## src/rtl/wb_gpio_arb.sv

```systemverilog
// Two-master Wishbone arbiter in front of a single wb_gpio slave.
// Round-robin grant held for a whole bus cycle, with a stall timeout that aborts the owner.
module wb_gpio_arb #(
    parameter int wb_dat_width = 32,
    parameter int wb_adr_width = 32,
    parameter int TIMEOUT      = 16
) (
    input  logic                    clk,
    input  logic                    rst,

    input  logic [wb_adr_width-1:0] m0_adr_i,
    input  logic [wb_dat_width-1:0] m0_dat_i,
    input  logic                    m0_we_i,
    input  logic                    m0_cyc_i,
    input  logic                    m0_stb_i,
    output logic                    m0_ack_o,
    output logic                    m0_err_o,
    output logic [wb_dat_width-1:0] m0_dat_o,

    input  logic [wb_adr_width-1:0] m1_adr_i,
    input  logic [wb_dat_width-1:0] m1_dat_i,
    input  logic                    m1_we_i,
    input  logic                    m1_cyc_i,
    input  logic                    m1_stb_i,
    output logic                    m1_ack_o,
    output logic                    m1_err_o,
    output logic [wb_dat_width-1:0] m1_dat_o,

    output logic [wb_adr_width-1:0] s_adr_o,
    output logic [wb_dat_width-1:0] s_dat_o,
    output logic                    s_we_o,
    output logic                    s_cyc_o,
    output logic                    s_stb_o,
    input  logic                    s_ack_i,
    input  logic [wb_dat_width-1:0] s_dat_i,

    output logic [1:0]              gnt_o
);

    typedef enum logic [1:0] {
        IDLE  = 2'd0,
        GNT0  = 2'd1,
        GNT1  = 2'd2,
        ABORT = 2'd3
    } state_e;

    localparam bit         TO_EN   = (TIMEOUT != 0);
    localparam logic [7:0] TO_LAST = (TIMEOUT == 0) ? 8'd0 : 8'(TIMEOUT - 1);

    state_e     state_q, state_d;
    logic       last_q, last_d;
    logic       abrt_q, abrt_d;
    logic [7:0] tcnt_q, tcnt_d;

    logic                    own;
    logic                    cur_cyc;
    logic                    cur_stb;
    logic                    cur_we;
    logic [wb_adr_width-1:0] cur_adr;
    logic [wb_dat_width-1:0] cur_dat;
    logic                    other_cyc;
    logic                    timeout_hit;

    assign own = (state_q == GNT1);

    always_comb begin
        cur_cyc   = own ? m1_cyc_i : m0_cyc_i;
        cur_stb   = own ? m1_stb_i : m0_stb_i;
        cur_we    = own ? m1_we_i  : m0_we_i;
        cur_adr   = own ? m1_adr_i : m0_adr_i;
        cur_dat   = own ? m1_dat_i : m0_dat_i;
        other_cyc = own ? m0_cyc_i : m1_cyc_i;
    end

    // Slave-side and master-side routing is purely a function of the current owner.
    always_comb begin
        s_adr_o  = '0;
        s_dat_o  = '0;
        s_we_o   = 1'b0;
        s_cyc_o  = 1'b0;
        s_stb_o  = 1'b0;
        m0_ack_o = 1'b0;
        m0_err_o = 1'b0;
        m0_dat_o = '0;
        m1_ack_o = 1'b0;
        m1_err_o = 1'b0;
        m1_dat_o = '0;
        gnt_o    = 2'b00;
        case (state_q)
            GNT0, GNT1: begin
                s_adr_o = cur_adr;
                s_dat_o = cur_dat;
                s_we_o  = cur_we;
                s_cyc_o = cur_cyc;
                s_stb_o = cur_stb & cur_cyc;
                if (own) begin
                    m1_ack_o = s_ack_i;
                    m1_dat_o = s_dat_i;
                    gnt_o    = 2'b10;
                end else begin
                    m0_ack_o = s_ack_i;
                    m0_dat_o = s_dat_i;
                    gnt_o    = 2'b01;
                end
            end
            ABORT: begin
                if (abrt_q) begin
                    m1_err_o = 1'b1;
                end else begin
                    m0_err_o = 1'b1;
                end
            end
            default: begin
            end
        endcase
    end

    assign timeout_hit = TO_EN && s_stb_o && !s_ack_i && (tcnt_q == TO_LAST);

    // An ack in the terminal stall cycle beats the timeout because it is tested first.
    always_comb begin
        state_d = state_q;
        last_d  = last_q;
        abrt_d  = abrt_q;
        tcnt_d  = '0;
        case (state_q)
            IDLE: begin
                if (m0_cyc_i && m1_cyc_i) begin
                    state_d = last_q ? GNT0 : GNT1;
                end else if (m0_cyc_i) begin
                    state_d = GNT0;
                end else if (m1_cyc_i) begin
                    state_d = GNT1;
                end
            end
            GNT0, GNT1: begin
                if (!cur_cyc) begin
                    last_d = own;
                    if (other_cyc) begin
                        state_d = own ? GNT0 : GNT1;
                    end else begin
                        state_d = IDLE;
                    end
                end else if (s_ack_i) begin
                    tcnt_d = '0;
                end else if (timeout_hit) begin
                    state_d = ABORT;
                    abrt_d  = own;
                end else if (s_stb_o) begin
                    tcnt_d = (tcnt_q == 8'hFF) ? tcnt_q : tcnt_q + 8'd1;
                end else begin
                    tcnt_d = tcnt_q;
                end
            end
            ABORT: begin
                last_d  = abrt_q;
                state_d = IDLE;
            end
            default: begin
                state_d = IDLE;
            end
        endcase
    end

    // Reset leaves last pointing at m1 so m0 wins the first tie.
    always_ff @(posedge clk or negedge rst) begin
        if (!rst) begin
            state_q <= IDLE;
            last_q  <= 1'b1;
            abrt_q  <= 1'b0;
            tcnt_q  <= '0;
        end else begin
            state_q <= state_d;
            last_q  <= last_d;
            abrt_q  <= abrt_d;
            tcnt_q  <= tcnt_d;
        end
    end

endmodule

```

## config.mk

```make
export PLATFORM = sky130hd
export DESIGN_NAME = wb_gpio_arb
export DESIGN_NICKNAME = d
export VERILOG_FILES = /design/src/rtl/wb_gpio_arb.sv
export SDC_FILE = /design/constraint.sdc
export NUM_CORES = 1
export LEC_CHECK = 0
export ABC_AREA = 1
export CAP_MARGIN = 10
export CORE_AREA = 2 2 119 121
export DETAILED_ROUTE_END_ITERATION = 7
export DIE_AREA = 0 0 121 123
export MAX_ROUTING_LAYER = met4
export SETUP_SLACK_MARGIN = 0.1
export SLEW_MARGIN = 40
export SYNTH_ARGS = -nofsm -noshare
export SYNTH_HDL_FRONTEND = slang
export SYNTH_SLANG_ARGS = --single-unit
```

## constraint.sdc

```tcl
create_clock -name clk -period 2.6 [get_ports clk]
set_clock_uncertainty 0.05 [all_clocks]
set_input_delay 0.52 -clock clk [delete_from_list [all_inputs] [get_ports clk]]
set_output_delay 0.52 -clock clk [all_outputs]
set_load 0.05 [all_outputs]
```

==> impl_metrics.py <==
metrics = {
    "run_status": {
        "status": "complete, no violations",
    },
    "yosys": {
        "synth-seq-cells": 12,
        "ys_top_cells_by_count": "nor2_1 (175), inv_1 (92), nand2_1 (74)",
        "synth_top_cell_by_area": "nor2_1",
        "syn_area_mm2": 0.002411,
        "synth-seq-area-share_pct": 12.51,
        "yosysMostFrequentCell": "nor2_1",
        "async_reset_ff_share_pct": 100.0,
        "synth.distinct_cells": 29,
        "synth_top_flop_cell": "dfrtp_1",
        "postSynthCellCount": 494,
        "synth_edf_count": 0,
        "synth_top_area_share_pct": 27.24,
        "ys_warn_count": 0,
        "synth_nets": 670,
        "synth_top_cells_by_area": "nor2_1 (27%), inv_1 (14%), o21ai_0 (12%)",
        "avgSynthCellArea_um2": 4.881,
    },
    "timing": {
        "drv_slew": 0,
        "finalCriticalPeriod_ns": 2.362,
        "setup_viol": 0,
        "fin_crit_sh_pct": 90.84,
        "worst_pin_slew_ns": 0.6108,
        "maxSlewHeadroom_pct": 59.15,
        "final_hold_viol_count": 0,
        "timing.setup.tns_ns": 0,
        "rsz0062_at_grt": "no",
        "max_freq_mhz": 423.4,
    },
    "placement": {
        "gp_congestion": 0.8527,
        "place_hpwl_mm": 10.66,
        "placement.io_buffers": 305,
    },
    "global_routing": {
        "grt_pass1_wl_mm": 19.81,
        "grt_overflow": 0,
        "grt.total_usage_pct": 16.94,
        "antenna_found_initial": 0,
        "grt_max_degree": 60,
        "grt_pass1_vias": 3929,
    },
    "cts": {
        "worstSkewPairLatency_ns": 0.24,
        "cts_root_buf": "clkbuf_16",
        "clock_path_buffers": 2,
        "postCtsSetupBuffers": 0,
        "cts.sinks": 12,
        "cts_htree_levels": 1,
        "numCtsBuffers": 3,
        "cts_hold_buffers": 0,
        "clk_pin_slew_worst_paths_ns": 0.04,
        "cts_tree": "yes",
    },
    "flow_run": {
        "drv_cap": 0,
    },
    "floorplan": {
        "ios": 306,
        "die_x_um": 121,
        "initial_utilization_pct": 17.71,
        "die_h_um": 123,
        "coreArea_mm2": 0.01361,
        "dieArea_mm2": 0.01488,
        "num_rows": 43,
    },
    "layout": {
        "areaGrowthSynthToFinish_pct": 173.7,
        "fin_nets": 960,
        "antennaDiodeCount": 0,
        "drive_above_1_share_pct": 30.52,
    },
    "hold_path": {
        "holdCritStartpoint": "last_q",
        "hold_depth": 2,
        "hp-class": "flop to flop",
    },
    "worst_setup_path": {
        "reg2regPathDepth": 12,
        "cp_max_fo": 23,
        "cp_cell_sequence": "inv_2 > ha_4 > inv_6 > nand2_1 > buf_6 > nor2_1 > buf_12",
        "start_kind": "flop",
        "crit_start": "state_q[0]",
        "critPathMaxStageDelay_ns": 0.40,
        "critPathRequiredTime_ns": 2.03,
        "critPathSlowestCell": "dfrtp_1",
        "path_class": "flop to primary output",
        "r2r-start": "state_q[0]",
        "end_kind": "primary output",
        "arrival_ns": 1.79,
    },
    "drt": {
        "route.detailed.drc": 0,
        "num_vias": 3983,
        "post_drt_wl_per_cell_um": 13.37,
        "wl_mm": 12.87,
        "dr.first_iter.drc_count": 188,
        "antenna_left": 0,
        "vias_per_cell": 4.136,
        "drt-pass1-iter-count": 4,
    },
}
-- timing repair --
item                       CTS  global route
pin swaps                    0             0
setup endpoints to repair   35            34
gates resized for setup      6            25
-- cell usage in the layout (no fill, tap or decap), types with 5 or more instances in the layout --
cell type,count
clkdlybuf4s50_1,169
nor2_1,102
inv_1,90
buf_12,81
nand2_1,74
nor2_2,74
buf_4,64
o21ai_0,59
nand3_1,13
dfrtp_1,11
o21ai_1,10
ha_1,5
-- final timing paths --
kind | endpoint | slack (ns)
max | m0_dat_o[20] | 0.24
min | last_q | 0.44
max reg2reg | state_q[0] | 0.68
min reg2reg | last_q | 0.44
max in group asynchronous | tcnt_q[5] | 1.49
min in group asynchronous | tcnt_q[7] | 0.62
-- per-layer routing --
metal	vias up	part of all wire (%)	track usage (%)	wire length [µm]
met5	-	0	-	0
met4	0	0.82	2.326	105
met3	13	8.6	4.013	1108
met2	202	49	29.92	6301
met1	1727	42	20.07	5357
li1	2041	-	-	-
-- flip-flops by register name, indices dropped and copies added (netlist names) --
signal   flops
abrt_q       1
last_q       1
state_q      2
tcnt_q       8
-- cells by family (layout without fill, tap and decap cells) --
logic type / after synthesis / count (layout) / synth area share (%)
AOI/OAI and AO/OA: 74 / 74 / 15.57
xor gates and xnor gates: 4 / 4 / 1.453
adders and majority gates: 7 / 7 / 3.632
buffers and inverters: 123 / 412 / 20.19
DFF: 12 / 12 / 12.51
and+or+nand+nor: 274 / 274 / 46.65
-- per-stage QoR --
step / util, % / instance area [µm²] / hold slack, ns / worst slack, ns / instances
6_report: 48.48 / 6599 / 0.4427 / 0.2382 / 963
5_1_grt: 48.48 / 6599 / 0.4629 / 0.09985 / 963
4_1_cts: 47.99 / 6533 / 0.4457 / 0.1454 / 963
3_5_place_dp: 47.25 / 6431 / 0.4384 / 0.2410 / 959
3_3_place_gp: 47.25 / 6431 / 0.4391 / 0.2696 / 959
2_1_floorplan: - / 2540 / 0.1744 / 0.1436 / 494
-- critical path, delay by kind of cell (launching register included) --
| family | cells | cell delay, ns |
|---|---|---|
| fa+ha+maj | 1 | 0.20 |
| simple gates | 2 | 0.31 |
| buf+inv | 4 | 0.62 |
| flops | 1 | 0.40 |
-- layout make-up --
cell class | instances | area, µm²
fillers | 1324 | 7013
repair buffers | 315 | 3805
multi-input cells | 359 | 1834
inverters | 93 | 354.1
flip-flops and latches | 12 | 301.5
well taps | 180 | 225.2
clock buffers | 4 | 78.83
Power is not shown: default switching activity piles up to over one toggle a cycle in this logic, so the estimate is an artifact.
